$ cat src/rtl/pipelined_addsub_flags_if.sv
// -----------------------------------------------------------------------------
// pipelined_addsub_flags_if
//
// Purpose:
//   Bundles the operand-side and result-side handshakes of the pipelined
//   adder/subtractor into one interface.
//
// Handshake rule (both sides): a beat transfers on a rising clk edge when
//   valid and ready are both 1 in the cycle before that edge. The producer
//   of a beat owns valid and the payload; the receiver owns ready.
//
// Signals:
//   in_valid, in_ready       operand beat handshake
//   in_x, in_y  [WIDTH]      operands
//   in_sub                   0: add, 1: subtract
//   in_cin                   carry-in used for add only
//   out_valid, out_ready     result beat handshake
//   out_z       [WIDTH]      result
//   out_carry, out_sign, out_parity, out_zero, out_overflow   result flags
//
// Modports:
//   master  - the environment side (operand producer + result consumer)
//   slave   - the arithmetic block
// -----------------------------------------------------------------------------
interface pipelined_addsub_flags_if #(
    parameter int WIDTH = 16
);
    logic             in_valid;
    logic             in_ready;
    logic [WIDTH-1:0] in_x;
    logic [WIDTH-1:0] in_y;
    logic             in_sub;
    logic             in_cin;

    logic             out_valid;
    logic             out_ready;
    logic [WIDTH-1:0] out_z;
    logic             out_carry;
    logic             out_sign;
    logic             out_parity;
    logic             out_zero;
    logic             out_overflow;

    modport master (
        output in_valid, in_x, in_y, in_sub, in_cin, out_ready,
        input  in_ready, out_valid, out_z, out_carry, out_sign,
               out_parity, out_zero, out_overflow
    );

    modport slave (
        input  in_valid, in_x, in_y, in_sub, in_cin, out_ready,
        output in_ready, out_valid, out_z, out_carry, out_sign,
               out_parity, out_zero, out_overflow
    );
endinterface

$ cat src/rtl/pipelined_addsub_flags.sv
// -----------------------------------------------------------------------------
// pipelined_addsub_flags
//
// Purpose:
//   Pipelined WIDTH-bit adder/subtractor. Each of the NSTG = WIDTH/CHUNK
//   stages adds one CHUNK-bit slice and registers its carry into the next
//   stage. A final output register holds the result together with its
//   carry/sign/parity/zero/overflow flags. A beat accepted at edge N appears
//   on the outputs after edge N+NSTG when the consumer does not stall.
//
// Parameters:
//   WIDTH  operand/result width, a multiple of CHUNK and >= CHUNK
//   CHUNK  bits added per stage
//   The interface instance connected to bus must use the same WIDTH.
//
// Ports:
//   clk   rising-edge clock
//   rst   synchronous, active-high reset; clears every stage and output
//   bus   slave side of pipelined_addsub_flags_if (operand and result
//         valid/ready handshakes, operands, result, flags)
//
// Flow control:
//   The whole pipeline moves as one unit: adv = ~out_valid | out_ready.
//   When adv is low every register (valid bits, data, carries, outputs)
//   holds, so the presented result is stable while the consumer stalls.
//   in_ready is adv itself, so accept and emit can share a cycle.
// -----------------------------------------------------------------------------
module pipelined_addsub_flags #(
    parameter int WIDTH = 16,
    parameter int CHUNK = 4
) (
    input  logic                     clk,
    input  logic                     rst,
    pipelined_addsub_flags_if.slave  bus
);
    localparam int NSTG = WIDTH / CHUNK;
    localparam int LST  = NSTG - 1;

    // ---------------------------------------------------------------------
    // Stage registers. Stage k holds the operands, the partial sum with
    // slices 0..k filled in, and the carry out of slice k.
    // The y operand is stored already conditionally inverted (y'), so the
    // stages never look at the sub flag; it travels along only so the
    // overflow rule at the end can tell add from subtract.
    // ---------------------------------------------------------------------
    logic             r_vld [NSTG];
    logic [WIDTH-1:0] r_x   [NSTG];
    logic [WIDTH-1:0] r_yp  [NSTG];
    logic [WIDTH-1:0] r_sum [NSTG];
    logic             r_c   [NSTG];
    logic             r_sub [NSTG];

    // Output register
    logic             r_out_valid;
    logic [WIDTH-1:0] r_out_z;
    logic             r_out_carry;
    logic             r_out_sign;
    logic             r_out_parity;
    logic             r_out_zero;
    logic             r_out_overflow;

    // Stage inputs (what each stage sees before its edge) and its results
    logic             w_st_vld  [NSTG];
    logic [WIDTH-1:0] w_st_x    [NSTG];
    logic [WIDTH-1:0] w_st_yp   [NSTG];
    logic [WIDTH-1:0] w_st_sum  [NSTG];
    logic             w_st_cin  [NSTG];
    logic             w_st_sub  [NSTG];
    logic [CHUNK:0]   w_slice   [NSTG];
    logic [WIDTH-1:0] w_nxt_sum [NSTG];

    logic             w_adv;
    logic             w_accept;

    // Final-sum flag terms
    logic [WIDTH-1:0] w_fin_z;
    logic             w_x_msb;
    logic             w_y_msb;
    logic             w_ovf;

    assign w_adv    = ~r_out_valid | bus.out_ready;
    assign w_accept = bus.in_valid & w_adv;

    // ---------------------------------------------------------------------
    // Stage input selection and per-slice addition
    // ---------------------------------------------------------------------
    always_comb begin
        // Stage 0 takes the operand beat directly. Subtract is x + ~y + 1,
        // so the initial carry is forced to 1 and cin is ignored.
        w_st_vld[0] = w_accept;
        w_st_x[0]   = bus.in_x;
        w_st_yp[0]  = bus.in_sub ? ~bus.in_y : bus.in_y;
        w_st_sum[0] = '0;
        w_st_cin[0] = bus.in_sub | bus.in_cin;
        w_st_sub[0] = bus.in_sub;

        for (int k = 1; k < NSTG; k++) begin
            w_st_vld[k] = r_vld[k-1];
            w_st_x[k]   = r_x[k-1];
            w_st_yp[k]  = r_yp[k-1];
            w_st_sum[k] = r_sum[k-1];
            w_st_cin[k] = r_c[k-1];
            w_st_sub[k] = r_sub[k-1];
        end

        for (int k = 0; k < NSTG; k++) begin
            // CHUNK+1 bit result: the top bit is the carry into slice k+1
            w_slice[k] = {1'b0, w_st_x[k][k*CHUNK +: CHUNK]}
                       + {1'b0, w_st_yp[k][k*CHUNK +: CHUNK]}
                       + {{CHUNK{1'b0}}, w_st_cin[k]};
            w_nxt_sum[k] = w_st_sum[k];
            w_nxt_sum[k][k*CHUNK +: CHUNK] = w_slice[k][CHUNK-1:0];
        end
    end

    // ---------------------------------------------------------------------
    // Flags from the completed sum in the last stage
    // ---------------------------------------------------------------------
    assign w_fin_z = r_sum[LST];
    assign w_x_msb = r_x[LST][WIDTH-1];
    // Recover the original y MSB from the stored y'
    assign w_y_msb = r_sub[LST] ? ~r_yp[LST][WIDTH-1] : r_yp[LST][WIDTH-1];
    // Signed overflow: operands that can overflow (same sign for add,
    // opposite sign for sub) and a result whose sign differs from x.
    assign w_ovf   = (r_sub[LST] ? (w_x_msb != w_y_msb) : (w_x_msb == w_y_msb))
                   & (w_fin_z[WIDTH-1] != w_x_msb);

    // ---------------------------------------------------------------------
    // Pipeline and output registers
    // ---------------------------------------------------------------------
    always_ff @(posedge clk) begin
        if (rst) begin
            for (int k = 0; k < NSTG; k++) begin
                r_vld[k] <= 1'b0;
                r_x[k]   <= '0;
                r_yp[k]  <= '0;
                r_sum[k] <= '0;
                r_c[k]   <= 1'b0;
                r_sub[k] <= 1'b0;
            end
            r_out_valid    <= 1'b0;
            r_out_z        <= '0;
            r_out_carry    <= 1'b0;
            r_out_sign     <= 1'b0;
            r_out_parity   <= 1'b0;
            r_out_zero     <= 1'b0;
            r_out_overflow <= 1'b0;
        end else if (w_adv) begin
            for (int k = 0; k < NSTG; k++) begin
                r_vld[k] <= w_st_vld[k];
                r_x[k]   <= w_st_x[k];
                r_yp[k]  <= w_st_yp[k];
                r_sum[k] <= w_nxt_sum[k];
                r_c[k]   <= w_slice[k][CHUNK];
                r_sub[k] <= w_st_sub[k];
            end
            // Bubbles load don't-care data here; consumers look only at
            // beats with out_valid set.
            r_out_valid    <= r_vld[LST];
            r_out_z        <= w_fin_z;
            r_out_carry    <= r_c[LST];
            r_out_sign     <= w_fin_z[WIDTH-1];
            r_out_parity   <= ~^w_fin_z;
            r_out_zero     <= (w_fin_z == '0);
            r_out_overflow <= w_ovf;
        end
    end

    assign bus.in_ready     = w_adv;
    assign bus.out_valid    = r_out_valid;
    assign bus.out_z        = r_out_z;
    assign bus.out_carry    = r_out_carry;
    assign bus.out_sign     = r_out_sign;
    assign bus.out_parity   = r_out_parity;
    assign bus.out_zero     = r_out_zero;
    assign bus.out_overflow = r_out_overflow;

endmodule

$ cat src/flat_wrapper.sv
// flat-port wrapper written by rule: the top's interface ports become plain ports
module pipelined_addsub_flags_flat 
#(
    parameter int WIDTH = 16,
    parameter int CHUNK = 4
)
  (clk, rst, bus_in_valid, bus_in_x, bus_in_y, bus_in_sub, bus_in_cin, bus_out_ready, bus_in_ready, bus_out_valid, bus_out_z, bus_out_carry, bus_out_sign, bus_out_parity, bus_out_zero, bus_out_overflow);
  pipelined_addsub_flags_if #(.WIDTH(WIDTH)) bus_i ();
  input  logic clk;
  input  logic rst;
  input wire logic [$bits(bus_i.in_valid)-1:0] bus_in_valid;
  input wire logic [$bits(bus_i.in_x)-1:0] bus_in_x;
  input wire logic [$bits(bus_i.in_y)-1:0] bus_in_y;
  input wire logic [$bits(bus_i.in_sub)-1:0] bus_in_sub;
  input wire logic [$bits(bus_i.in_cin)-1:0] bus_in_cin;
  input wire logic [$bits(bus_i.out_ready)-1:0] bus_out_ready;
  output wire logic [$bits(bus_i.in_ready)-1:0] bus_in_ready;
  output wire logic [$bits(bus_i.out_valid)-1:0] bus_out_valid;
  output wire logic [$bits(bus_i.out_z)-1:0] bus_out_z;
  output wire logic [$bits(bus_i.out_carry)-1:0] bus_out_carry;
  output wire logic [$bits(bus_i.out_sign)-1:0] bus_out_sign;
  output wire logic [$bits(bus_i.out_parity)-1:0] bus_out_parity;
  output wire logic [$bits(bus_i.out_zero)-1:0] bus_out_zero;
  output wire logic [$bits(bus_i.out_overflow)-1:0] bus_out_overflow;
  assign bus_i.in_valid = bus_in_valid;
  assign bus_i.in_x = bus_in_x;
  assign bus_i.in_y = bus_in_y;
  assign bus_i.in_sub = bus_in_sub;
  assign bus_i.in_cin = bus_in_cin;
  assign bus_i.out_ready = bus_out_ready;
  assign bus_in_ready = bus_i.in_ready;
  assign bus_out_valid = bus_i.out_valid;
  assign bus_out_z = bus_i.out_z;
  assign bus_out_carry = bus_i.out_carry;
  assign bus_out_sign = bus_i.out_sign;
  assign bus_out_parity = bus_i.out_parity;
  assign bus_out_zero = bus_i.out_zero;
  assign bus_out_overflow = bus_i.out_overflow;
  pipelined_addsub_flags #(.WIDTH(WIDTH), .CHUNK(CHUNK)) u_core (.clk(clk), .rst(rst), .bus(bus_i));
endmodule
$ cat config.mk
export PLATFORM = sky130hd
export DESIGN_NAME = pipelined_addsub_flags_flat
export DESIGN_NICKNAME = d
export VERILOG_FILES = /design/src/rtl/pipelined_addsub_flags_if.sv /design/src/rtl/pipelined_addsub_flags.sv /design/src/flat_wrapper.sv
export SDC_FILE = /design/constraint.sdc
export NUM_CORES = 1
export LEC_CHECK = 0
export BUFFER_PORTS_ARGS = -buffer_cell sky130_fd_sc_hd__buf_2
export CELL_PAD_IN_SITES_DETAIL_PLACEMENT = 0
export CELL_PAD_IN_SITES_GLOBAL_PLACEMENT = 1
export CORE_ASPECT_RATIO = 0.8
export CORE_MARGIN = 2
export CORE_UTILIZATION = 51
export DETAILED_ROUTE_END_ITERATION = 8
export PLACE_DENSITY = 0.91
export SLEW_MARGIN = 30
export SYNTH_ARGS = -nofsm -noshare
export SYNTH_HDL_FRONTEND = slang
export SYNTH_SLANG_ARGS = --single-unit
export TNS_END_PERCENT = 10
$ cat constraint.sdc
create_clock -name clk -period 7 [get_ports clk]
set_input_delay 1.05 -clock clk [delete_from_list [all_inputs] [get_ports clk]]
set_output_delay 1.05 -clock clk [all_outputs]
set_load 0.01 [all_outputs]
# --- After elaboration in Yosys (flattened, before gate mapping) ---
# Memories as Yosys holds them, arrays and structs flattened. A register that Yosys moved wholly into a read port is not among the register bits.
# Cells that the tools add are included.
totals:
  reg_bits: 20
  mem_bits_rw: 204
  in_bits: 38
  word_cells: 87
  out_inout_bits: 23
  n_memories: 6
classes:
  addsub: 8
  reduce_logical: 2
  n_eq_ne: 3
  muxes: 32
  bitwise: 31
mem_list:
  columns: ["name", "depth", "word_bits", "read_ports", "rd_ports_with_merged_regs", "write_ports", "line", "source"]
  rows:
  - ["u_core.r_sum", 4, 16, 4, 0, 4, "pipelined_addsub_flags.sv:49", "logic [WIDTH-1:0] r_sum [NSTG];"]
  - ["u_core.r_x", 4, 16, 4, 0, 4, "pipelined_addsub_flags.sv:47", "logic [WIDTH-1:0] r_x [NSTG];"]
  - ["u_core.r_yp", 4, 16, 4, 0, 4, "pipelined_addsub_flags.sv:48", "logic [WIDTH-1:0] r_yp [NSTG];"]
  - ["u_core.r_c", 4, 1, 4, 1, 4, "pipelined_addsub_flags.sv:50", "logic r_c [NSTG];"]
  - ["u_core.r_sub", 4, 1, 4, 0, 4, "pipelined_addsub_flags.sv:51", "logic r_sub [NSTG];"]
  - ["u_core.r_vld", 4, 1, 4, 1, 4, "pipelined_addsub_flags.sv:46", "logic r_vld [NSTG];"]
op_table:
  columns: ["cell", "n"]
  rows:
  - ["16-bit two-way mux", 13]
  - ["1-bit bitwise OR", 26]
  - ["4-bit by 4-bit adder with 5-bit output", 4]
  - ["5-bit by 1-bit adder with 5-bit output", 4]
  - ["1-bit two-way mux", 19]
  - ["16-bit zero test", 1]
  - ["16-bit NOT", 1]
  - ["16-bit XNOR reduction", 1]
  - ["1-bit bitwise AND", 2]
  - ["1-bit inequality test", 2]
  - ["1-bit NOT", 2]
  - ["1-bit equality test", 1]

# --- Depth between registers and ports, before layout ---
logic_depth:
  depth_word: 6
  ltp_mapped: 10
  depth_no_buf: 8

# --- Least setup slack after synthesis ---
# Ideal clock, no wire load.
synth_timing:
  path_type: "input to register"
  startpoint: "in bus_out_ready"
  endpoint: "mem u_core.r_c[0] (enable)"
  slack_ns: 3.072
  arrival_time_ns: 3.454
  stages: 3
  setup_time_ns: 0.474
  t_required_ns: 6.526
  n_path_buf: 1
  path_cell_list: "nor2b_4 buf_6 nand2b_1"
synth_lines:
  columns: ["element", "line", "source"]
  rows:
  - ["start: declaration", "flat_wrapper.sv:16", "input wire logic [$bits(bus_i.out_ready)-1:0] bus_out_ready;"]
  - ["end: declaration", "pipelined_addsub_flags.sv:50", null]

# --- Worst setup path after layout ---
layout_timing:
  startpoint: "in bus_out_ready"
  endpoint: "out bus_in_ready"
layout_between:
  elab_chain_cells: 1
layout_rtl:
  columns: ["element", "line", "source"]
  rows:
  - ["1-bit bitwise OR", "pipelined_addsub_flags.sv:81", "assign w_adv = ~r_out_valid | bus.out_ready;"]
  - ["end: declaration", "flat_wrapper.sv:17", "output wire logic [$bits(bus_i.in_ready)-1:0] bus_in_ready;"]
# Every way passes these cells.

==> impl_results.md <==
* Worst-Skew Late Latency at 0.41 ns
* First-pass GRT wire length at 13.0 mm
* Distinct cell type count after synthesis at 34
* Post-route ant nets at 0
* PD cells at 283 nW/um^2
* Slew headroom at 44.4%
* Rows at 33
* Final count of hold timing violations at 0
* Final hold slack at 0.445 ns
* Vias at 2963
* Layout area overhead at 17.0%
* Status: finished clean
* Post-synthesis sequential area ratio at 62.7%
* Tmin final at 3.13 ns
* Final period util at 44.8%
* MaxCap Viol Count at 0
* CP peak stage delay at 0.56 ns
* Starting DRT DRC Count at 204
* Share of the synthesized area in the top cell type at 54.9%
* Vias per Instance at 4.66
* FILL cells at 832
* I/O Buffers at 60
* Top-count cell post-synth: edfxtp_1
* Worst slew pin tran at 0.834 ns
* Vias in the first global route at 2840
* CP Launch Type: primary input
* Leakage at 0.00263 uW
* Syn Inst Count at 423
* Largest net degree at the start of global routing at 99
* Syn nets at 489
* Netlist Area Pre-Place at 5360 um^2
* Worst setup path start: bus_out_ready
* PostCTS Resize Cnt at 0
* CP arrival at 2.08 ns
* Peak VDD IR at 181 uV
* Post-Route WL at 7.48 mm
* Layout cells sized above 1 at 22.0%
* Core area at 10200 um^2
* Syn avg cell area at 12.7 um^2
* Final #Nets at 549
* I/O pin count at 61
* Initial antenna violation count at 0
* Maximum level of the CTS H-tree at 4
* Reg2Reg Launch Point: u_core.bus.out_valid
* Post-route DRC at 0
* Number of inserted diodes at 0
* Post-layout instance area at 6270 um^2
* Root Driver: clkbuf_16
* Critical path class: in -> out
* Crit-path max FO at 25
* GRT overflow at 0
* CP max stage cell: nor2b_4
* Crit path to: bus_in_ready
* Crit path capture type: output port
* Ys async rst share at 0%
* Most used cell, CP: buf_2
* Hold crit path type: reg -> reg
* Post-DP HPWL at 4.69 mm
* CTS tree: built
* Die area at 11400 um^2
* Clock Path Buffers at 2
* Starting Density at 52.4%
* Hold_buf cts at 0
* Post-synth EDFFs at 98
* Fmax at 0.319 GHz
* Clock skew at 0.0103 ns
* Ys flop type: edfxtp_1
* Count of state elements after synthesis at 119
* Final slew viol count at 0
* # Post-CTS Setup Buffers at 0
* DRT Pass-1 Iters at 4
* Total GRT Usage at 15.0%
* Commonest cells in the netlist: 98 x edfxtp_1, 59 x and2_1, 38 x nand2_1
* Placer Congestion at 0.816
* Die outline width at 119 um
* Unrepaired setup endpoints after global routing: false
* Clock transition at path regs at 0.06 ns
* Worst R2R Path Depth at 4
* Drt wl/cell at 11.8 um
* Setup TNS Final at 0 ns
* Total CTS buffers at 17
* Crit path cell chain: buf_2, nor2b_4, inv_6, buf_2
* Yosys warning count at 0
* R2r setup slk at 4.96 ns
* Post-synth top area cell: edfxtp_1
* WP data required at 5.95 ns
* Synth top area cells: edfxtp_1 55%, dfxtp_1 7.8%, and2_1 6.9%, ha_1 4.7%, xnor2_1 3.4%
* Post-DP Area at 5710 um^2
* Setup-failing EPs final at 0
* CTS sink cnt at 119
* Die height at 95.7 um
* Worst r2r dst: u_core.r_sum[1][6]
==> worst max-delay path, delay by kind of cell <==
kind	cells	cell delay, ns
and+or+nand+nor	1	0.56
buffers and inverters	3	0.46
==> how the worst min path moves through the flow <==
| stage | from | cells after the start | endpoint |
|---|---|---|---|
| finish | u_core.bus.out_z[14] | 2 | u_core.bus.out_z[14] |
| CTS | u_core.bus.out_z[12] | 2 | u_core.bus.out_z[12] |
| global route | u_core.bus.out_z[12] | 2 | u_core.bus.out_z[12] |
| detailed placement | u_core.bus.out_z[12] | 2 | u_core.bus.out_z[12] |
| floorplan | u_core.r_vld[3] | 2 | u_core.bus.out_valid |
| global placement | u_core.bus.out_z[3] | 2 | u_core.bus.out_z[3] |
==> power by group <==
part           switching, uW  internal, uW  leakage, uW  total [uW]
combinational           65.3          65.6      0.00101         131
sequential              15.7           813      0.00134         829
clock                    320           495     0.000282         815
==> per-layer routing <==
metal | share of wire [%] | routed length [um] | track usage (%)
met4 | 1.8 | 136 | 6.75
met2 | 47 | 3490 | 24.2
met1 | 44 | 3320 | 17.8
met5 | 0 | 0 | 0
met3 | 7.2 | 536 | 6.46
==> registers in the layout (all words and copies together) (netlist names), 4 cells and up <==
signal,count
u_core.r_yp,25
u_core.r_vld,4
u_core.r_c,4
u_core.r_sum,40
u_core.bus.out_z,15
u_core.r_x,25
==> placed cells by master, fill, tap and decap left out, types with 2 or more instances in the layout <==
master	instances
edfxtp_1	98
buf_2	60
and2_1	59
nand2_1	38
inv_1	35
nor2_1	28
xnor2_1	21
a21oi_1	21
dfxtp_1	21
ha_1	20
clkbuf_16	17
and2_4	10
inv_6	9
fa_1	8
nor2b_1	7
nor3_1	7
o21ai_0	6
xor2_1	5
a21boi_0	3
nor3b_1	3
clkinv_4	3
a21oi_2	2
nand4_1	2
clkinv_2	2
==> cell families (layout without fill, tap and decap cells) <==
family / count (synthesis) / after routing / share of synthesized area (%)
simple gates: 160 / 160 / 16.4
buf+inv: 56 / 129 / 5.41
xor+xnor: 26 / 26 / 4.25
fa+ha+maj: 28 / 28 / 7.65
flops: 119 / 119 / 62.7
compound gates: 34 / 34 / 3.55
==> final cells by class <==
| cell class | instances | area [um^2] | area share (%) |
|---|---|---|---|
| multi-input cells | 248 | 1720 | 27.4 |
| well taps | 140 | 175 | 2.79 |
| inverters | 36 | 140 | 2.23 |
| repair buffers | 61 | 312 | 4.97 |
| clock buffers | 17 | 425 | 6.78 |
| flip-flops and latches | 119 | 3360 | 53.6 |
| clock inverters | 15 | 140 | 2.23 |
==> stage by stage <==
| step | power, uW | utilization (%) | setup slack [ns] | std cells |
|---|---|---|---|---|
| 2_1_floorplan | 939 | - | 3.07 | 423 |
| 3_3_place_gp | 969 | 55.7 | 3.89 | 604 |
| 3_5_place_dp | 974 | 55.7 | 3.86 | 604 |
| 4_1_cts | 1800 | 61.3 | 3.86 | 636 |
| 5_1_grt | 1850 | 61.3 | 3.78 | 636 |
| 6_report | 1770 | 61.3 | 3.87 | 636 |
No activity file was read; power rests on OpenSTA's default activity.
